## src/rtl/ide_pio_sequencer.sv

```systemverilog
`default_nettype none
// ============================================================================
// Module      : ide_pio_sequencer
// Description : Turns decoded 68000 IDE accesses into PIO strobe timing.
//               It handles setup, strobe, IORDY wait, hold and recovery, and
//               returns DTACK_n or BERR_n to the CPU.
// Revision    : 1.0 - initial release
// ============================================================================
module ide_pio_sequencer #(
    parameter int T_SETUP       = 2,
    parameter int T_PULSE       = 6,
    parameter int T_HOLD        = 1,
    parameter int T_RECOVER     = 2,
    parameter int IORDY_TIMEOUT = 255,
    parameter int CNT_W         = 8
) (
    input  logic CPUCLK,
    input  logic RESET,
    input  logic IDECS_n,
    input  logic AS_n,
    input  logic UDS_n,
    input  logic RW,
    input  logic IORDY,
    output logic IDERD_n,
    output logic IDEWR_n,
    output logic IDEBUF_n,
    output logic DTACK_n,
    output logic DTACK_OE,
    output logic BERR_n,
    output logic BUSY
);

    localparam logic [2:0] c_st_idle    = 3'd0;
    localparam logic [2:0] c_st_setup   = 3'd1;
    localparam logic [2:0] c_st_strobe  = 3'd2;
    localparam logic [2:0] c_st_waitrdy = 3'd3;
    localparam logic [2:0] c_st_hold    = 3'd4;
    localparam logic [2:0] c_st_ack     = 3'd5;
    localparam logic [2:0] c_st_err     = 3'd6;
    localparam logic [2:0] c_st_recover = 3'd7;

    localparam logic [CNT_W-1:0] c_setup_ld   = CNT_W'(T_SETUP - 1);
    localparam logic [CNT_W-1:0] c_pulse_ld   = CNT_W'(T_PULSE - 1);
    localparam logic [CNT_W-1:0] c_hold_ld    = CNT_W'(T_HOLD - 1);
    localparam logic [CNT_W-1:0] c_recover_ld = CNT_W'(T_RECOVER - 1);
    localparam logic [CNT_W-1:0] c_to_last    = CNT_W'(IORDY_TIMEOUT - 1);

    logic [2:0]       r_state;
    logic [CNT_W-1:0] r_cnt;
    logic [CNT_W-1:0] r_to_cnt;
    logic             r_rw_q;
    logic             r_as_seen_high;
    logic             r_iordy_m;
    logic             r_iordy_s;

    logic [2:0]       w_state_nxt;
    logic [CNT_W-1:0] w_cnt_nxt;
    logic [CNT_W-1:0] w_to_nxt;
    logic             w_rw_nxt;
    logic             w_seen_nxt;

    logic             w_iderd_n;
    logic             w_idewr_n;
    logic             w_idebuf_n;
    logic             w_dtack_n;
    logic             w_dtack_oe;
    logic             w_berr_n;
    logic             w_busy;

    // State, counters, IORDY synchronizer and registered outputs
    always_ff @(posedge CPUCLK) begin
        if (RESET) begin
            r_state        <= c_st_idle;
            r_cnt          <= '0;
            r_to_cnt       <= '0;
            r_rw_q         <= 1'b0;
            r_as_seen_high <= 1'b0;
            r_iordy_m      <= 1'b1;
            r_iordy_s      <= 1'b1;
            IDERD_n        <= 1'b1;
            IDEWR_n        <= 1'b1;
            IDEBUF_n       <= 1'b1;
            DTACK_n        <= 1'b1;
            DTACK_OE       <= 1'b0;
            BERR_n         <= 1'b1;
            BUSY           <= 1'b0;
        end else begin
            r_state        <= w_state_nxt;
            r_cnt          <= w_cnt_nxt;
            r_to_cnt       <= w_to_nxt;
            r_rw_q         <= w_rw_nxt;
            r_as_seen_high <= w_seen_nxt;
            r_iordy_m      <= IORDY;
            r_iordy_s      <= r_iordy_m;
            IDERD_n        <= w_iderd_n;
            IDEWR_n        <= w_idewr_n;
            IDEBUF_n       <= w_idebuf_n;
            DTACK_n        <= w_dtack_n;
            DTACK_OE       <= w_dtack_oe;
            BERR_n         <= w_berr_n;
            BUSY           <= w_busy;
        end
    end

    // Next-state logic; AS_n high in any active phase aborts into RECOVER
    always_comb begin
        w_state_nxt = r_state;
        w_cnt_nxt   = r_cnt;
        w_to_nxt    = r_to_cnt;
        w_rw_nxt    = r_rw_q;
        w_seen_nxt  = r_as_seen_high;
        case (r_state)
            c_st_idle: begin
                if (AS_n) begin
                    w_seen_nxt = 1'b1;
                end
                if (!IDECS_n && !AS_n && !UDS_n && r_as_seen_high) begin
                    w_state_nxt = c_st_setup;
                    w_cnt_nxt   = c_setup_ld;
                    w_rw_nxt    = RW;
                    w_seen_nxt  = 1'b0;
                end
            end
            c_st_setup: begin
                if (AS_n) begin
                    w_state_nxt = c_st_recover;
                    w_cnt_nxt   = c_recover_ld;
                end else if (r_cnt == '0) begin
                    w_state_nxt = c_st_strobe;
                    w_cnt_nxt   = c_pulse_ld;
                end else begin
                    w_cnt_nxt = r_cnt - 1'b1;
                end
            end
            c_st_strobe: begin
                if (AS_n) begin
                    w_state_nxt = c_st_recover;
                    w_cnt_nxt   = c_recover_ld;
                end else if (r_cnt == '0) begin
                    if (r_iordy_s) begin
                        w_state_nxt = r_rw_q ? c_st_ack : c_st_hold;
                        w_cnt_nxt   = c_hold_ld;
                    end else begin
                        w_state_nxt = c_st_waitrdy;
                        w_to_nxt    = '0;
                    end
                end else begin
                    w_cnt_nxt = r_cnt - 1'b1;
                end
            end
            c_st_waitrdy: begin
                if (AS_n) begin
                    w_state_nxt = c_st_recover;
                    w_cnt_nxt   = c_recover_ld;
                end else if (r_iordy_s) begin
                    w_state_nxt = r_rw_q ? c_st_ack : c_st_hold;
                    w_cnt_nxt   = c_hold_ld;
                end else if (r_to_cnt == c_to_last) begin
                    w_state_nxt = c_st_err;
                end else begin
                    w_to_nxt = r_to_cnt + 1'b1;
                end
            end
            c_st_hold: begin
                if (AS_n) begin
                    w_state_nxt = c_st_recover;
                    w_cnt_nxt   = c_recover_ld;
                end else if (r_cnt == '0) begin
                    w_state_nxt = c_st_ack;
                end else begin
                    w_cnt_nxt = r_cnt - 1'b1;
                end
            end
            c_st_ack, c_st_err: begin
                if (AS_n) begin
                    w_state_nxt = c_st_recover;
                    w_cnt_nxt   = c_recover_ld;
                end
            end
            c_st_recover: begin
                if (AS_n) begin
                    w_seen_nxt = 1'b1;
                end
                if (r_cnt == '0) begin
                    w_state_nxt = c_st_idle;
                end else begin
                    w_cnt_nxt = r_cnt - 1'b1;
                end
            end
            default: begin
                w_state_nxt = c_st_idle;
                w_cnt_nxt   = '0;
            end
        endcase
    end

    // Moore decode of the state being entered, so outputs register with it
    always_comb begin
        w_iderd_n  = 1'b1;
        w_idewr_n  = 1'b1;
        w_idebuf_n = 1'b1;
        w_dtack_n  = 1'b1;
        w_dtack_oe = 1'b0;
        w_berr_n   = 1'b1;
        w_busy     = (w_state_nxt != c_st_idle);
        case (w_state_nxt)
            c_st_setup, c_st_hold: begin
                w_idebuf_n = 1'b0;
            end
            c_st_strobe, c_st_waitrdy: begin
                w_idebuf_n = 1'b0;
                w_iderd_n  = !w_rw_nxt;
                w_idewr_n  = w_rw_nxt;
            end
            c_st_ack: begin
                w_idebuf_n = 1'b0;
                w_dtack_n  = 1'b0;
                w_dtack_oe = 1'b1;
                w_iderd_n  = !w_rw_nxt;
            end
            c_st_err: begin
                w_berr_n = 1'b0;
            end
            default: begin
                w_idebuf_n = 1'b1;
            end
        endcase
    end

endmodule
`default_nettype wire

```

## config.mk

```make
export PLATFORM = sky130hd
export DESIGN_NAME = ide_pio_sequencer
export DESIGN_NICKNAME = d
export VERILOG_FILES = /design/src/rtl/ide_pio_sequencer.sv
export SDC_FILE = /design/constraint.sdc
export NUM_CORES = 1
export LEC_CHECK = 0
export BUFFER_PORTS_ARGS = -buffer_cell sky130_fd_sc_hd__clkbuf_2
export CAP_MARGIN = 5
export CORE_MARGIN = 2
export CORE_UTILIZATION = 30
export CTS_CLUSTER_DIAMETER = 60
export DETAILED_ROUTE_END_ITERATION = 6
export PLACE_DENSITY = 0.58
export SYNTH_ARGS = -nofsm -noshare
export SYNTH_HDL_FRONTEND = slang
export SYNTH_SLANG_ARGS = --single-unit
```

## constraint.sdc

```tcl
create_clock -name CPUCLK -period 2.52 [get_ports CPUCLK]
set_input_delay 0.252 -clock CPUCLK [delete_from_list [all_inputs] [get_ports CPUCLK]]
set_output_delay 0.252 -clock CPUCLK [all_outputs]
set_load 0.02 [all_outputs]
```

# Word-level counts from Yosys, hierarchy flattened
# Index checks and enable logic that the tools add are counted.
[totals]
in_bits = 7
reg_bits = 30
[classes]
n_eq_ne = 22
muxes = 42
n_reduce_logical = 20
n_addsub = 2
bitwise = 2
[ops]
columns = ["cell", "n"]
rows = [
  ["2-to-1 mux 8 bit", 16],
  ["case mux 8 bit (7 select lines)", 1],
  ["2-to-1 mux 3 bit", 13],
  ["== test 3 bit, second input constant", 7],
  ["case mux 3 bit (7 select lines)", 1],
  ["!= test 2 bit, second input constant", 8],
  ["case mux 8 bit (2 select lines)", 1],
  ["== test 3 x 2 -> 1 bit, second input constant", 4],
  ["2-to-1 mux 1 bit", 9],
  ["adder 8 x 1 -> 8 bit, second input constant", 1],
  ["== test 8 bit, second input constant", 1],
  ["logical NOT 8 bit", 1],
  ["OR reduction 2 bit", 4],
  ["subtractor 8 x 1 -> 8 bit, second input constant", 1],
  ["AND reduction 7 bit", 1],
  ["== test 3 x 1 -> 1 bit, second input constant", 2],
  ["OR reduction 5 bit", 1],
  ["logical NOT 1 bit", 4],
  ["nonzero test 2 bit", 2],
  ["logical AND 1 bit", 3],
  ["logical NOT 3 bit", 1],
  ["nonzero test 3 bit", 1],
  ["OR reduction 3 bit", 1],
  ["NOT 1 bit", 2],
  ["other kinds (2)", 2],
]

# Logic depth before layout (Yosys ltp)
# Gate-level depths: netlist of run 1.
[depth]
word_depth = 10
mapped_depth = 12

# Least setup slack after synthesis of run 1
# Ideal clock, no wire load.
[synth_timing]
kind = "reg2reg"
start = "register r_cnt[0]"
end = "register r_cnt[0]"
path_stages_with_launch = 13
setup_ns = 0.132
t_arrival_ns = 1.932
required_time_ns = 2.388
path_slack_ns = 0.456
synth_period_minus_slack_ns = 2.064
path_buffers = 1
path_cell_list = "dfxtp_1 inv_1 ha_1 nor3b_2 nand2_2 buf_6 ha_1 nor3b_1 a31oi_1 nor3_1 a21oi_1 a21oi_1 nor3_1"
[synth_via]
elab_chain_cells = 4
elab_cells_between_ends = 11
classes_between = "1 x add/sub; 9 x mux; 1 x reduce/logical"
[synth_lines]
columns = ["element", "line", "rtl"]
rows = [
  ["start, declared", "49", "logic [CNT_W-1:0] r_cnt;"],
  ["start signal, assigned", "89", "r_cnt <= w_cnt_nxt;"],
  ["subtractor 8 x 1 -> 8 bit (tied with other cells)", "--", ""],
  ["2-to-1 mux 8 bit, on equally long branches", "--", ""],
  ["2-to-1 mux 8 bit, on equally long branches", "165, 125, 136", ""],
  ["case mux 8 bit (7 select lines) *", "112", "case (r_state)"],
]
# Every way passes the cells marked *; elsewhere a longest branch is shown, timed or not.
# A chain may end at the register's enable or synchronous reset.

# Worst setup path in the final report of run 1
# Ends and elaborated chain as after synthesis.

==> impl_summary.log, run 1 <==
[metrics] pin count of the biggest net entering global routing: 27
[metrics] power density relative to cell area: 464.5 nW/um^2
[metrics] Non-Filler Instances: 306
[metrics] total of buffers placed on input and output ports: 13
[metrics] worst slew margin relative to its limit: 56.76%
[metrics] total congestion overflow after global routing: 0
[metrics] number of synthesized register bits: 30
[metrics] total DRC errors in the routed layout: 0
[metrics] Max Clock Skew: 0.004634 ns
[metrics] I/O pin cnt: 14
[metrics] FP Rows: 28
[metrics] weighted congestion reported at the end of routability-driven placement: 0.7770
[metrics] Maximum Capacitance Violations: 0
[metrics] total negative slack: 0 ns
[metrics] height of the chip: 82.62 um
[metrics] Final Power: 942.1 uW
[metrics] EDFF count, synth: 0
[metrics] Hold Path Class: input pin to register
[metrics] antenna violations before repair: 0
[metrics] CTS tree: yes
[metrics] commonest cells after routing, fill and taps aside: dfxtp_1, a21oi_1, nor2_1
[metrics] Post-Place Cell Area: 1943 sq um
[metrics] setup repair after global routing missed its margin: no
[metrics] gate count after technology mapping: 221
[metrics] met3 Track Usage GR: 2.609%
[metrics] Floorplan Core Area: 5956 sq um
[metrics] Num Clock Sinks: 30
[metrics] fmax: 0.4498 GHz
[metrics] busiest metal layer after global routing: met2
[metrics] critical path start-end classification: register to register
[metrics] total leakage power: 0.0007369 uW
[metrics] Via Count: 1,637
[metrics] die area: 6826 sq um
[metrics] synthesized area per cell: 8.390 sq um
[metrics] Worst Max-Slew Pin Slew: 0.6476 ns
[metrics] async set or reset register ratio after synthesis: 0%
[metrics] multi-input gate area in the final layout: 1134 sq um
[metrics] drt via density: 5.350
[metrics] H-tree levels: 2
[metrics] # diodes: 0
[metrics] run status: finished clean
[metrics] final period utilization: 88.23%
[metrics] area growth from synthesis to layout: 9.379%
[metrics] count of nets left with antenna violations after detail routing: 0
[metrics] number of max-slew violations in the final report: 0
[metrics] TritonCTS buffer count: 5
[metrics] Post-CTS Repair Setup Buffers: 0
[metrics] met2 usage in global routing: 22.18%
[metrics] number of DRC violations after detailed-routing iteration 0: 58
[metrics] number of filler cells placed in the layout: 636
[metrics] met1 routing resource usage after global routing: 16.85%
[metrics] critical path fanouts, max: 7
[metrics] Max rail drop VDD: 0.2678 mV
[metrics] via count of the first global-routing pass: 1,521
[metrics] Wirelength per Cell: 13.19 um
[metrics] total placed cells including tap cells: 299
[metrics] clock latency on the worst-skew pair: 0.29 ns
[metrics] buffers from clock root to sink, at most: 2
[metrics] worst endpoint required time: 2.67 ns
[metrics] distinct cell type count after synthesis: 59
[metrics] Register Area: 600.6 sq um
[metrics] Root Buffer Master: clkbuf_8
[metrics] most used flip-flop cell after synthesis: dfxtp_1
[metrics] worst endpoint data arrival time: 2.37 ns
[metrics] clock-pin slew on the worst setup and hold paths: 0.06 ns
[metrics] share of cells above drive strength 1: 19.05%
[metrics] most common cell after layout, fill and taps aside: dfxtp_1
[metrics] number of warnings reported in the yosys synthesis log: 0
[metrics] DIE WIDTH: 82.62 um
[metrics] wire length of the first global-routing pass: 7.044 mm
[metrics] DRT Pass-1 Iters: 4
[metrics] total length of routed wires: 4.037 mm
[metrics] critical path endpoint category: register
[metrics] half-perimeter wire length after detailed placement: 2.840 mm
[metrics] cell area after layout: 2028 sq um
[metrics] Post-Synthesis Net Count: 233
[metrics] startpoint class of the critical path: register
[metrics] number of nets in the layout: 243
[metrics] final-report setup violation count: 0
[metrics] Final min period: 2.223 ns
[metrics] Initial Util: 31.13%
[metrics] sequential cell area fraction in the yosys report: 32.39%
[metrics] number of endpoints with negative hold slack in the final report: 0
[metrics] post-synthesis cell area: 1854 sq um
[metrics] aggregate global-route resource usage: 13.47%
[layer usage]
layer  part of all wire, %  wire, um  vias up
met5                     0         0        -
met4                   2.1        84        0
met3                   3.5       140        6
met2                    47      1886       26
met1                    48      1926      771
li1                      -         -      834
[worst max-delay path: stages, from the launching register on]
cell and delay (ns):
dfxtp_1 0.36, inv_1 0.12, ha_1 0.16, nor3b_4 0.28
nand2_2 0.18, ha_1 0.34, nor3b_1 0.18, a31oi_1 0.06
nor3_1 0.16, a21oi_1 0.06, a21oi_1 0.13, nor3_1 0.06
[final cells by class]
class	instances	share of cell area (%)
multi-input cells	170	55.89
clock inverters	2	0.4935
flip-flops and latches	30	29.61
well taps	75	4.627
inverters	7	1.295
repair buffers	17	4.688
clock buffers	5	3.393
[sequential cells by signal, summed over array words and instances, names as in the netlist]
| name | cells |
|---|---|
| r_iordy_s | 1 |
| r_as_seen_high | 1 |
| IDEBUF_n | 1 |
| DTACK_OE | 1 |
| BUSY | 1 |
| r_rw_q | 1 |
| DTACK_n | 1 |
| r_to_cnt | 8 |
| r_state | 3 |
| IDEWR_n | 1 |
| IDERD_n | 1 |
| r_iordy_m | 1 |
| r_cnt | 8 |
| BERR_n | 1 |
[timing repair]
action,CTS,global route
resized for setup,0,1
hold buffers,0,0
endpoints found under the setup margin,0,1
[worst paths after layout]
path,slack [ns],end,startpoint,cells after the start
worst min register to register,0.42,r_iordy_s$_SDFF_PP1_,r_iordy_m$_SDFF_PP1_,1
worst min-delay path,0.15,r_iordy_m$_SDFF_PP1_,IORDY,2
worst max-delay path,0.30,r_cnt[0]$_SDFFE_PP0P_,r_cnt[0]$_SDFFE_PP0P_,11
worst max register to register,0.30,r_cnt[0]$_SDFFE_PP0P_,r_cnt[0]$_SDFFE_PP0P_,11
[power by group]
group	switching, uW	leakage (uW)	internal [uW]	total, uW
registers	9.00	0.000243	481	490
clock network	182	0.0000438	185	367
logic	51.0	0.000450	33.8	84.8
total	242	0.000737	700	942
[stage by stage]
| step | worst slack [ns] | hold slack [ns] | util (%) |
|---|---|---|---|
| after global routing | 0.01186 | 0.1405 | 34.05 |
| after floorplan | 0.4560 | 0.3558 | - |
| final | 0.2966 | 0.1460 | 34.05 |
| after detailed placement | 0.2859 | 0.4039 | 32.63 |
| after CTS | 0.2883 | 0.1400 | 33.95 |
| after global placement | 0.3328 | 0.3961 | 32.63 |
[cell usage after synthesis (all sizes together), types with 2 or more instances]
master	instances	share of area [%]
o31ai	6	2.7
buf	10	4.6
nor3	14	5.5
and2	3	1.1
nand3b	2	0.81
or2	2	0.67
a211o	3	1.5
or3	3	1.0
a21oi	22	5.9
o21ai	12	3.2
clkbuf	4	0.81
dfxtp	30	32
a31oi	7	3.2
a311oi	5	2.4
xnor2	3	1.4
ha	5	3.4
inv	7	1.4
nor3b	5	2.3
nand2b	6	2.0
a221o	2	1.1
nor2	22	4.6
nand3	6	1.6
and3	4	1.3
nor4	2	1.5
nand2	16	3.4
a21boi	2	1.0
[cell families after synthesis]
family / share of synthesized area, %
mux: 1.147
simple gates: 28.48
flops: 32.39
xor+xnor: 1.417
compound gates: 26.38
fa+ha+maj: 3.374
buf+inv: 6.815
Note: power is estimated with default switching activity, not from simulation.
==> run 2: changes to the inputs <==
- CORE_UTILIZATION: 30 -> 45
- HOLD_SLACK_MARGIN: default -> 0.03
- PLACE_DENSITY: 0.58 -> 0.75
==> impl_summary.log, run 2 (synthesis gave the netlist of run 1 again) <==
[metrics] run status: finished clean
[metrics] half-perimeter wire length after detailed placement: 2.711 mm
[metrics] drt via density: 5.848
[metrics] Max Clock Skew: 0.008084 ns
[metrics] met3 Track Usage GR: 3.947%
[metrics] pin count of the biggest net entering global routing: 27
[metrics] final-report setup violation count: 0
[metrics] total negative slack: 0 ns
[metrics] worst slew margin relative to its limit: 56.00%
[metrics] fmax: 0.4488 GHz
[metrics] height of the chip: 68.19 um
[metrics] hold buffer count at CTS: 0
[metrics] number of filler cells placed in the layout: 376
[metrics] Post-CTS Repair Setup Buffers: 0
[metrics] # diodes: 0
[metrics] Worst Max-Slew Pin Slew: 0.6591 ns
[metrics] clock latency on the worst-skew pair: 0.29 ns
[metrics] startpoint of the most critical setup path: r_cnt[0]$_SDFFE_PP0P_
[metrics] total leakage power: 0.0007429 uW
[metrics] Floorplan Core Area: 3971 sq um
[metrics] total of buffers placed on input and output ports: 13
[metrics] Top Registers: r_cnt (8), r_to_cnt (8), r_state (3)
[metrics] Max rail drop VDD: 0.3579 mV
[metrics] weighted congestion reported at the end of routability-driven placement: 0.9095
[metrics] Num Clock Sinks: 30
[metrics] min-delay src: IORDY
[metrics] critical path start-end classification: register to register
[metrics] Initial Util: 46.69%
[metrics] worst endpoint data arrival time: 2.39 ns
[metrics] clock-pin slew on the worst setup and hold paths: 0.07 ns
[metrics] area growth from synthesis to layout: 8.435%
[metrics] Post-Place Cell Area: 1919 sq um
[metrics] share of cells above drive strength 1: 19.31%
[metrics] Resized Gates After CTS: 0
[metrics] Via Count: 1,655
[metrics] buffers from clock root to sink, at most: 2
[metrics] most common cell after layout, fill and taps aside: dfxtp_1
[metrics] number of nets in the layout: 244
[metrics] Final Core Density: 50.63%
[metrics] final period utilization: 88.43%
[metrics] CTS tree: yes
[metrics] DRT Pass-1 Iters: 5
[metrics] aggregate global-route resource usage: 20.21%
[metrics] wire length of the first global-routing pass: 7.003 mm
[metrics] met1 routing resource usage after global routing: 26.55%
[metrics] number of endpoints with negative hold slack in the final report: 0
[metrics] H-tree levels: 2
[metrics] critical path endpoint category: register
[metrics] Maximum Capacitance Violations: 0
[metrics] met2 usage in global routing: 31.07%
[metrics] antenna violations before repair: 0
[metrics] Wirelength per Cell: 13.91 um
[metrics] DIE WIDTH: 68.19 um
[metrics] die area: 4650 sq um
[metrics] worst endpoint required time: 2.68 ns
[metrics] total DRC errors in the routed layout: 0
[metrics] cell area after layout: 2011 sq um
[metrics] commonest cells after routing, fill and taps aside: dfxtp_1, a21oi_1, nor2_1
[metrics] worst reg2reg path startpoint: r_cnt[0]$_SDFFE_PP0P_
[metrics] setup repair after global routing missed its margin: no
[metrics] pre-CTS setup slack: 0.3235 ns
[metrics] number of DRC violations after detailed-routing iteration 0: 73
[metrics] Hold Path Class: input pin to register
[metrics] number of max-slew violations in the final report: 0
[metrics] via count of the first global-routing pass: 1,576
[metrics] power density relative to cell area: 487.6 nW/um^2
[metrics] critical path fanouts, max: 6
[metrics] count of nets left with antenna violations after detail routing: 0
[metrics] total congestion overflow after global routing: 0
[metrics] TritonCTS buffer count: 5
[metrics] worst hold margin: 0.1491 ns
[metrics] Final min period: 2.228 ns
[metrics] Root Buffer Master: clkbuf_8
[metrics] FP Rows: 23
[metrics] startpoint class of the critical path: register
[metrics] minimum setup slack in the final design: 0.2916 ns
[metrics] I/O pin cnt: 14
[metrics] total length of routed wires: 3.937 mm
[metrics] busiest metal layer after global routing: met2
==> run 2: changes by cell type in the layout (fill, tap and decap cells not counted), sizes merged <==
| cell | change |
|---|---|
| clkbuf | +2 |
| clkinv | -1 |
| buf | +1 |
==> run 2: path summary, 6_finish.rpt <==
path	end	cells past startpoint	slack, ns
min reg2reg	r_iordy_s$_SDFF_PP1_	1	0.41
min	r_iordy_m$_SDFF_PP1_	2	0.15
max reg2reg	r_cnt[0]$_SDFFE_PP0P_	11	0.29
max	r_cnt[0]$_SDFFE_PP0P_	11	0.29
==> run 2: through the flow <==
step,std cells,total power [uW]
floorplan,221,567.8
global placement,275,582.1
detailed placement,275,583.4
CTS,283,989.3
global route,283,1014
finish,283,980.3
==> run 2: critical path, stage by stage, from the launching register on <==
cell and delay [ns]:
dfxtp_1 0.36, inv_1 0.12, ha_1 0.14, nor3b_2 0.32, nand2_2 0.17, ha_1 0.33
nor3b_1 0.17, a31oi_1 0.06, nor3_1 0.17, a21oi_1 0.06, a21oi_1 0.14, nor3_1 0.05
==> run 2: where the power goes <==
group / switching (uW) / internal, uW / leakage (uW) / total [uW]
Combinational: 50.5 / 32.5 / 0.000452 / 83.0
Clock: 187 / 220 / 0.0000482 / 408
Sequential: 8.84 / 481 / 0.000243 / 490
==> run 2: layout make-up <==
type                    instances  area (sq um)  share of cell area (%)
flip-flops and latches         30         600.6                   29.87
well taps                      50         62.56                   3.111
clock buffers                   7         86.33                   4.294
inverters                       7         26.28                   1.307
repair buffers                 18         102.6                   5.103
multi-input cells             170          1127                   56.07
clock inverters                 1         5.005                  0.2489
==> run 2: routing by layer <==
metal  part of all wire [%]  vias to the layer above
li1                       -                      840
met1                     49                      777
met2                     46                       29
met3                    2.8                        9
met4                    2.7                        0
met5                      0                        -
==> run 3: changes to the inputs <==
- clock period: 2.52 -> 2.39 ns (I/O delays scaled with it)
==> impl_summary.log, run 3 (synthesis gave the netlist of run 1 again) <==
[metrics] total negative slack: 0 ns
[metrics] number of endpoints with negative hold slack in the final report: 0
[metrics] # diodes: 0
[metrics] total DRC errors in the routed layout: 0
[metrics] antenna violations before repair: 0
[metrics] Maximum Capacitance Violations: 0
[metrics] CTS tree: yes
[metrics] via count of the first global-routing pass: 1,458
[metrics] Final min period: 2.213 ns
[metrics] Root Buffer Master: clkbuf_8
[metrics] Hold Path Class: input pin to register
[metrics] total of buffers placed on input and output ports: 13
[metrics] worst slew margin relative to its limit: 60.59%
[metrics] worst endpoint data arrival time: 2.36 ns
[metrics] amount of wire on met3 after detailed routing: 186 um
[metrics] Wirelength per Cell: 13.65 um
[metrics] wire length of the first global-routing pass: 6.610 mm
[metrics] met2 WL: 1.806 mm
[metrics] startpoint class of the critical path: register
[metrics] series of cell instances along the critical path: inv_1 -> ha_1 -> nor3b_4 -> nand2_2 -> ha_1 -> nor3b_1 -> a31oi_1 -> nor3_1 -> a21oi_1 -> a21oi_1 -> nor3_1
[metrics] run status: finished clean
[metrics] clock-pin slew on the worst setup and hold paths: 0.07 ns
[metrics] aggregate global-route resource usage: 19.12%
[metrics] Num Clock Sinks: 30
[metrics] power density relative to cell area: 506.1 nW/um^2
[metrics] Net Switching: 253.3 uW
[metrics] I/O pin cnt: 14
[metrics] Via Count: 1,668
[metrics] critical path endpoint category: register
[metrics] weighted congestion reported at the end of routability-driven placement: 0.8436
[metrics] total length of routed wires: 3.890 mm
[metrics] Top Registers: r_cnt (8), r_to_cnt (8), r_state (3)
[metrics] area growth from synthesis to layout: 9.582%
[metrics] buffers from clock root to sink, at most: 2
[metrics] Floorplan Core Area: 3971 sq um
[metrics] clock latency on the worst-skew pair: 0.28 ns
[metrics] CP max stage cell: dfxtp_1
[metrics] DIE WIDTH: 68.19 um
[metrics] number of filler cells placed in the layout: 374
[metrics] pin count of the biggest net entering global routing: 27
[metrics] Worst Max-Slew Pin Slew: 0.5904 ns
[metrics] final period utilization: 92.61%
[metrics] number of DRC violations after detailed-routing iteration 0: 81
[metrics] FP Rows: 23
[metrics] Post-CTS Repair Setup Buffers: 0
[metrics] most common cell after layout, fill and taps aside: dfxtp_1
[metrics] switching power as a share of total power: 24.62%
[metrics] commonest cells after routing, fill and taps aside: dfxtp_1, a21oi_1, nor2_1
[metrics] final-report setup violation count: 0
[metrics] count of nets left with antenna violations after detail routing: 0
[metrics] setup repair after global routing missed its margin: no
[metrics] met1 layer wirelength in the final routing: 1.816 mm
[metrics] H-tree levels: 2
[metrics] fmax: 0.4518 GHz
[metrics] sequential cell fraction of total power: 50.1%
[metrics] TritonCTS buffer count: 5
[metrics] worst endpoint required time: 2.54 ns
[metrics] share of cells above drive strength 1: 20.00%
[metrics] critical path start-end classification: register to register
[metrics] combinational power share: 8.8%
[metrics] fraction of power consumed by the clock network: 41.0%
[metrics] half-perimeter wire length after detailed placement: 2.748 mm
[metrics] Non-Filler Instances: 285
[metrics] Max Clock Skew: 0.01238 ns
[metrics] DRT Pass-1 Iters: 4
[metrics] Max rail drop VDD: 0.4366 mV
[metrics] drt via density: 5.853
[metrics] die area: 4650 sq um
[metrics] Internal Dissipation: 775.2 uW
[metrics] top sig layer: met4
[metrics] number of max-slew violations in the final report: 0
[metrics] Hold Path Cell Cnt: 2
[metrics] total leakage power: 0.0007564 uW
[metrics] critical path fanouts, max: 7
[metrics] path depth of the worst reg2reg path: 11
[metrics] number of nets in the layout: 246
[metrics] height of the chip: 68.19 um
[metrics] stage delay of the slowest cell on the critical path: 0.36 ns
[metrics] Initial Util: 46.69%
[metrics] total placed cells including tap cells: 277
[metrics] total congestion overflow after global routing: 0
[run 3: power by group through the flow]
stage / registers, uW / clock network [uW] / logic (uW)
after global routing: 516 / 451 / 101
after CTS: 515 / 430 / 89.4
after global placement: 526 / 0 / 88.4
final: 516 / 422 / 91.0
after floorplan: 525 / 0 / 73.9
after detailed placement: 527 / 0 / 89.1
[run 3: final timing paths]
path,end,slack (ns),start
max,r_cnt[0]$_SDFFE_PP0P_,0.18,r_cnt[0]$_SDFFE_PP0P_
min,r_iordy_m$_SDFF_PP1_,0.15,IORDY
max reg2reg,r_cnt[0]$_SDFFE_PP0P_,0.18,r_cnt[0]$_SDFFE_PP0P_
min reg2reg,r_iordy_s$_SDFF_PP1_,0.41,r_iordy_m$_SDFF_PP1_
[run 3: final cells by class]
| class | count | area [sq um] | share of cell area (%) |
|---|---|---|---|
| clock inverter | 1 | 5.005 | 0.2463 |
| clock buffer | 7 | 86.33 | 4.249 |
| multi-input combinational | 170 | 1134 | 55.79 |
| inverter | 7 | 26.28 | 1.293 |
| sequential | 30 | 600.6 | 29.56 |
| timing repair buffer | 20 | 117.6 | 5.788 |
| tap | 50 | 62.56 | 3.079 |
[run 3: worst max-delay path: cells and delay by family (launching register included)]
family / cells / cell delay (ns)
DFF: 1 / 0.36
AOI/OAI and AO/OA: 3 / 0.23
adders and majority gates: 2 / 0.50
and+or+nand+nor: 5 / 0.86
buffers and inverters: 1 / 0.13
[run 3: timing repair]
| item | 4_1_cts | 5_1_grt |
|---|---|---|
| hold buffers | 0 | 0 |
| setup endpoints to repair | 0 | 2 |
| gates resized for setup | 0 | 1 |
[run 3: per-layer routing]
layer / vias up / GRT usage (%)
li1: 839 / -
met1: 772 / 24.24
met2: 48 / 29.85
met3: 9 / 4.770
met4: 0 / 10.00
met5: - / 0
[run 3: metrics by stage]
stage / total power [uW] / hold slack, ns / instance area, sq um / worst slack (ns) / utilization, %
global route: 1069 / 0.1414 / 2032 / 0.02270 / 51.17
floorplan: 598.7 / 0.3428 / 1854 / 0.3260 / -
finish: 1028 / 0.1496 / 2032 / 0.1766 / 51.17
CTS: 1035 / 0.1452 / 2026 / 0.1319 / 51.01
detailed placement: 615.7 / 0.3957 / 1934 / 0.1325 / 48.71
global placement: 614.8 / 0.3924 / 1934 / 0.2232 / 48.71
